==> config.mk <==
export PLATFORM = sky130hd
export DESIGN_NAME = arp_reply_tx
export DESIGN_NICKNAME = d
export VERILOG_FILES = /design/src/rtl/arp_reply_tx.sv
export SDC_FILE = /design/constraint.sdc
export NUM_CORES = 1
export LEC_CHECK = 0
export CAP_MARGIN = 20
export CORE_ASPECT_RATIO = 1.4
export CORE_UTILIZATION = 60
export DETAILED_ROUTE_END_ITERATION = 10
export GPL_ROUTABILITY_DRIVEN = 0
export PLACE_DENSITY = 0.84
export RECOVER_POWER = 25
export SKIP_LAST_GASP = 1
export SLEW_MARGIN = 20
export SYNTH_ARGS = -nofsm -noshare
export SYNTH_HDL_FRONTEND = slang
export SYNTH_SLANG_ARGS = --single-unit
==> constraint.sdc <==
create_clock -name mac_gmii_tx_clk -period 5.57 [get_ports mac_gmii_tx_clk]
set_input_delay 1.114 -clock mac_gmii_tx_clk [delete_from_list [all_inputs] [get_ports mac_gmii_tx_clk]]
set_output_delay 1.114 -clock mac_gmii_tx_clk [all_outputs]
set_load 0.02 [all_outputs]
==> src/rtl/arp_reply_tx.sv <==
// ARP reply frame generator: turns a validated ARP request into an
// Ethernet/ARP reply byte stream for the MAC TX stage (no preamble/FCS).
module arp_reply_tx #(
    parameter int PAD_EN     = 1,
    parameter int IFG_CYCLES = 0
) (
    input  logic        mac_gmii_tx_clk,
    input  logic        mac_gmii_tx_rst,
    input  logic [47:0] rq_mac_s_addr,
    input  logic [31:0] rq_ip_s_addr,
    input  logic        rq_valid,
    input  logic [47:0] local_mac_addr,
    input  logic [31:0] local_ip_addr,
    output logic [7:0]  m_tdata,
    output logic        m_tvalid,
    input  logic        m_tready,
    output logic        m_tlast,
    output logic        busy,
    output logic        rq_drop
);

    typedef enum logic [1:0] {
        IDLE,
        SEND,
        GAP
    } state_t;

    localparam logic [5:0] LAST_IDX = (PAD_EN != 0) ? 6'd59 : 6'd41;
    localparam bit         HAS_GAP  = (IFG_CYCLES > 0);
    localparam logic [7:0] GAP_LAST = HAS_GAP ? 8'(IFG_CYCLES - 1) : 8'd0;

    state_t      state_q;
    state_t      state_d;
    logic [5:0]  cnt_q;
    logic [5:0]  cnt_d;
    logic [7:0]  gap_q;
    logic [7:0]  gap_d;
    logic        load;
    logic        avail;
    logic        accept;

    logic        pend_full;
    logic [47:0] pend_rq_mac;
    logic [31:0] pend_rq_ip;
    logic [47:0] pend_loc_mac;
    logic [31:0] pend_loc_ip;

    logic [47:0] src_rq_mac;
    logic [31:0] src_rq_ip;
    logic [47:0] src_loc_mac;
    logic [31:0] src_loc_ip;

    logic [47:0] act_rq_mac;
    logic [31:0] act_rq_ip;
    logic [47:0] act_loc_mac;
    logic [31:0] act_loc_ip;

    logic        drop_q;
    logic [335:0] frame;
    logic [335:0] frame_sh;

    assign m_tvalid = (state_q == SEND);
    assign m_tlast  = m_tvalid && (cnt_q == LAST_IDX);
    assign busy     = (state_q != IDLE);
    assign rq_drop  = drop_q;
    assign accept   = m_tvalid && m_tready;
    assign avail    = pend_full || rq_valid;

    // An empty slot lets a fresh strobe bypass straight into the frame.
    always_comb begin
        src_rq_mac  = rq_mac_s_addr;
        src_rq_ip   = rq_ip_s_addr;
        src_loc_mac = local_mac_addr;
        src_loc_ip  = local_ip_addr;
        if (pend_full) begin
            src_rq_mac  = pend_rq_mac;
            src_rq_ip   = pend_rq_ip;
            src_loc_mac = pend_loc_mac;
            src_loc_ip  = pend_loc_ip;
        end
    end

    always_comb begin
        state_d = state_q;
        cnt_d   = cnt_q;
        gap_d   = gap_q;
        load    = 1'b0;
        case (state_q)
            IDLE: begin
                if (avail) begin
                    state_d = SEND;
                    cnt_d   = 6'd0;
                    load    = 1'b1;
                end
            end
            SEND: begin
                if (accept) begin
                    if (cnt_q == LAST_IDX) begin
                        cnt_d = 6'd0;
                        gap_d = 8'd0;
                        if (HAS_GAP) begin
                            state_d = GAP;
                        end else if (avail) begin
                            load = 1'b1;
                        end else begin
                            state_d = IDLE;
                        end
                    end else begin
                        cnt_d = cnt_q + 6'd1;
                    end
                end
            end
            GAP: begin
                if (gap_q == GAP_LAST) begin
                    gap_d = 8'd0;
                    if (avail) begin
                        state_d = SEND;
                        cnt_d   = 6'd0;
                        load    = 1'b1;
                    end else begin
                        state_d = IDLE;
                    end
                end else begin
                    gap_d = gap_q + 8'd1;
                end
            end
            default: state_d = IDLE;
        endcase
    end

    always_ff @(posedge mac_gmii_tx_clk) begin
        if (mac_gmii_tx_rst) begin
            state_q      <= IDLE;
            cnt_q        <= 6'd0;
            gap_q        <= 8'd0;
            drop_q       <= 1'b0;
            pend_full    <= 1'b0;
            pend_rq_mac  <= '0;
            pend_rq_ip   <= '0;
            pend_loc_mac <= '0;
            pend_loc_ip  <= '0;
            act_rq_mac   <= '0;
            act_rq_ip    <= '0;
            act_loc_mac  <= '0;
            act_loc_ip   <= '0;
        end else begin
            state_q <= state_d;
            cnt_q   <= cnt_d;
            gap_q   <= gap_d;
            drop_q  <= rq_valid && pend_full && !load;
            if (load) begin
                act_rq_mac  <= src_rq_mac;
                act_rq_ip   <= src_rq_ip;
                act_loc_mac <= src_loc_mac;
                act_loc_ip  <= src_loc_ip;
            end
            if (rq_valid && (pend_full || !load)) begin
                pend_full    <= 1'b1;
                pend_rq_mac  <= rq_mac_s_addr;
                pend_rq_ip   <= rq_ip_s_addr;
                pend_loc_mac <= local_mac_addr;
                pend_loc_ip  <= local_ip_addr;
            end else if (load) begin
                pend_full <= 1'b0;
            end
        end
    end

    // Bytes past index 41 shift in as zeros, which is the pad.
    assign frame = {
        act_rq_mac, act_loc_mac,
        16'h0806, 16'h0001, 16'h0800, 8'h06, 8'h04, 16'h0002,
        act_loc_mac, act_loc_ip,
        act_rq_mac, act_rq_ip
    };
    assign frame_sh = frame << {cnt_q, 3'b000};
    assign m_tdata  = m_tvalid ? frame_sh[335:328] : 8'h00;

endmodule

## After elaboration in Yosys (flattened, before gate mapping)

Cells that the tools add are included.

- Flip-flop bits (word level): 338
- Input bits: 164

- $add $sub $neg: 2
- Eq/ne operators: 8
- Shift-type cells: 1
- Muxes and demuxes: 28
- Reductions and logical operators: 17

Operators by type and width:

| operator | number |
|---|---|
| $shl 336x9->336 | 1 |
| $mux 48 | 2 |
| $mux 32 | 2 |
| $mux 8 | 4 |
| $mux 6 | 4 |
| $pmux 6 s3 | 1 |
| $pmux 8 s2 | 1 |
| $mux 2 | 5 |
| $add 8x1->8 const B | 1 |
| $logic_not 8->1 | 1 |
| $mux 1 | 7 |
| $add 6x1->6 const B | 1 |
| $eq 6x6->1 const B | 1 |
| $ne 2x2->1 const B | 3 |
| $pmux 2 s3 | 1 |
| $reduce_and 3->1 | 2 |
| $reduce_bool 2->1 | 3 |
| $logic_and 1x1->1 | 5 |
| $reduce_and 5->1 | 1 |
| $ne 2x1->1 const B | 2 |
| $pmux 1 s3 | 1 |
| $reduce_bool 3->1 | 1 |
| $eq 2x1->1 const B | 1 |
| $eq 2x2->1 const B | 1 |
| 3 further kinds | 4 |

## Depth between registers and ports, before layout

- Depth in word-level cells: 9
- Gate-level depth with buffers: 11
- Gate-level depth less buffers: 7

## Least setup slack after synthesis

Ideal clock, no wire load.

- Kind: register to output
- From: register cnt_q[0]
- To: output m_tdata[1]
- Data arrival time: 1.998 ns
- Data required time: 4.456 ns
- Path slack: 2.458 ns
- Cell stages (with the launch flop): 12
- Path buffers: 4
- Cells stage by stage: dfxtp_1 -> buf_4 -> buf_6 -> buf_4 -> buf_4 -> inv_1 -> ha_1 -> nand2b_1 -> a21oi_1 -> a211oi_1 -> nor2_1 -> o31a_1

- Longest elaborated chain between the ends: 2

Ends and longest elaborated chain:

| what | line | RTL |
|---|---|---|
| start, declared | 34 | `logic [5:0] cnt_q;` |
| start signal, assigned | 148 | `cnt_q <= cnt_d;` |
| $shl 336x9->336 | 176 | `assign frame_sh = frame << {cnt_q, 3'b000};` |
| $mux 8 | 177 | `assign m_tdata = m_tvalid ? frame_sh[335:328] : 8'h00;` |
| end, declared | 14 | `output logic [7:0] m_tdata,` |

Every way passes these cells.

## Final worst setup path

- From: register cnt_q[1]
- To: output m_tdata[5]

The elaborated chain is that of the path after synthesis.

==> results.ini <==
[layout]
drive_gt1_share_pct = 6.00
mostFrequentLayoutCells = 333 x nand2_1, 327 x dfxtp_1, 190 x mux2i_1, 180 x nor2_1, 172 x a21oi_1
layout_commonest_cell = nand2_1
multi_input_area_mm2 = 0.00717
finalInstanceArea_mm2 = 0.0172
seqCellArea_mm2 = 0.00659
post-route-util_pct = 71.8
nets = 1880
area_growth_pct = 18.0
fill_cells = 1759

[pwr]
max-vdd-ir-drop_mv = 0.261
internal_power_uw = 4200
power.leakage_uw = 0.00591
power_frac_clock_pct = 38.7
power_frac_seq_pct = 47.5
p_sw_uw = 1440
combPwrFrac_pct = 13.8
netSwitchingFraction_pct = 25.6
power.density_mw_per_mm2 = 329

[setup_path]
reg2reg_depth = 7
worstPathCellList = buf_4 -> nand3b_1 -> o22ai_1 -> a22oi_1 -> a21o_1 -> a31oi_1 -> clkdlybuf4s50_1
rr_endpoint = pend_loc_mac[45]
crit_path_start = cnt_q[1]
cp.required_ns = 4.46
reg2reg_from = cnt_q[1]
end_kind = primary output
cp-endpoint = m_tdata[5]
worstPathArrival_ns = 3.61
worstPathMaxFanout = 20
cp-start-kind = flip-flop
r2r_slack_ns = 1.05
crit_cells = 7
path_buf_inv = 2
critical_path.max_stage_delay_ns = 0.83
crit_family = buffers and inverters
setup.worst_path.class = flip-flop to primary output
crit_slowest_cell = dfxtp_1

[synthesis]
async_reset_ff_share_pct = 0
synth_nets = 1805
synth_cell_types = 42
synth_area_leaders = dfxtp_1 45%, mux2i_1 13%, nand2_1 8.6%, a211oi_1 8.5%, a21oi_1 5.9%
seq_area_frac_synth_pct = 45.3
ys_ff_latch = 329
synth_edf_count = 0
ys.flop_type = dfxtp_1
yosys.area.top_type_share_pct = 45.3
post-synth-top-area-cell = dfxtp_1
mappedNetlistArea_mm2 = 0.0145
yosys_warnings = 0
avgSynthCellArea_um2 = 8.88
syn_inst = 1637

[timing]
slew_violations = 65
setup_violations = 0
tns_ns = 0
fmax_mhz = 212
hold_viol_final = 0
period_share_pct = 84.9
tightest_slew_ns = 2.38
slew-limit-headroom_pct = -58.6
min_period_ns = 4.73
grt_setup_unrepaired = no
skew_ns = 0.00955
worst_slack_ns = 0.843

[clocking]
cts_buffer_depth = 3
cts_tree = done
cts_made_buffers = 30
cts_hold_buf = 0
ctsResizeCount = 0
ctsRootBufferMaster = clkbuf_16
clkTransAtPathRegs_ns = 0.06
clk_latency_ns = 0.55
h-tree-depth = 1
clock_sinks = 329
postCtsSetupBuffers = 0

[grt]
grt_pass1_vias = 11400
grt_pass1_wl_um = 57800
grt_usage_pct = 29.1
antenna_found_initial = 1
grt_max_degree = 167
grt-ovfl-total = 0

[floorplanning]
rows = 67
io_pins = 176
die-area_mm2 = 0.0249
start_util_pct = 60.9
core_area_mm2 = 0.0239
die-width_um = 134
die_y_um = 186

[detailed_routing]
ant_nets = 0
vias_per_cell = 5.91
wl_met3_um = 2190
wl_per_cell_um = 18.1
routed_wl_um = 36900
vias = 12100
met1_length_um = 14900
drt_iter0_markers = 1061
wl_met2_um = 18300
routed.top_layer = met4
drc = 0
first_pass_iters = 8

[run_status]
outcome = complete, but fails checks
failed_checks = max-capacitance violations, max-slew violations

[hold_path]
hold_path_class = flip-flop to flip-flop

[flow_run]
cap_violations = 1

[placed_design]
port_buffers = 175
place_ws_ns = 1.48
dp_hpwl_um = 24400
post_dp_cell_area_mm2 = 0.0161

-- state kept, by name (all words and copies together), names as in the netlist --
register      count
act_loc_ip       32
act_loc_mac      48
act_rq_ip        32
act_rq_mac       48
cnt_q             6
pend_full         1
pend_loc_ip      32
pend_loc_mac     48
pend_rq_ip       32
pend_rq_mac      48
rq_drop           1
state_q           1
-- cells in the mapped netlist, types with 3 or more instances --
master and number:
a211oi_1 164, a21o_1 5, a21oi_1 172, a22oi_1 10
a31oi_1 4, buf_2 59, buf_4 13, buf_6 12
clkbuf_1 64, dfxtp_1 329, ha_1 4, inv_1 4
mux2_2 10, mux2i_1 190, mux4_2 23, nand2_1 333
nand2b_1 3, nand3b_1 8, nor2_1 180, nor3_1 4
nor3b_1 3, o21ai_0 7, o22ai_1 9, o31a_1 3
-- cell type report --
class                   instances  share of cell area [%]
well taps                     310                    2.26
diodes                          1                  0.0146
inverters                       4                  0.0875
multi-input cells            1156                    41.8
clock inverters                13                    1.14
flip-flops and latches        329                    38.4
clock buffers                  40                    4.95
repair buffers                191                    11.3
-- cells by family after synthesis --
logic type	Yosys count	synth area share, %
adder cells (fa/ha/maj)	4	0.344
AO/OA/AOI/OAI	384	16.8
buffers and inverters	152	5.39
multiplexers	223	17.4
AND/OR/NAND/NOR	545	14.8
flip-flops	329	45.3
-- routing by layer --
layer | vias to the layer above | GRT usage [%]
li1 | 5880 | -
met1 | 5668 | 36.5
met2 | 436 | 50.1
met3 | 98 | 3.90
met4 | 0 | 13.0
met5 | - | 0
-- tightest hold or removal path, stage by stage, from the launching register on --
cell and delay [ns]:
dfxtp_1 0.31, nand2_1 0.05, a21oi_1 0.05
-- power groups by stage --
stage / combinational [uW] / sequential, uW / clock, uW
floorplan: 553 / 2650 / 0
global placement: 745 / 2720 / 0
detailed placement: 769 / 2730 / 0
CTS: 776 / 2680 / 2190
global route: 853 / 2700 / 2290
finish: 779 / 2680 / 2180
-- through the flow --
stage,power [uW],hold slack (ns),instances
2_1_floorplan,3200,0.436,1637
3_3_place_gp,3470,0.441,1989
3_5_place_dp,3490,0.446,1989
4_1_cts,5650,0.455,2042
5_1_grt,5840,0.469,2044
6_report,5640,0.454,2044
-- worst min path at each step --
stage               startpoint         endpoint  slack, ns  depth (start not counted)
2_1_floorplan   pend_loc_ip[0]   pend_loc_ip[0]       0.44                          2
4_1_cts         pend_rq_ip[22]   pend_rq_ip[22]       0.45                          2
5_1_grt        pend_loc_ip[12]  pend_loc_ip[12]       0.47                          2
6_report       pend_loc_ip[12]  pend_loc_ip[12]       0.45                          2
3_3_place_gp   pend_loc_mac[8]  pend_loc_mac[8]       0.44                          2
3_5_place_dp    pend_rq_ip[22]   pend_rq_ip[22]       0.45                          2
No activity file was read; power rests on OpenSTA's default activity.
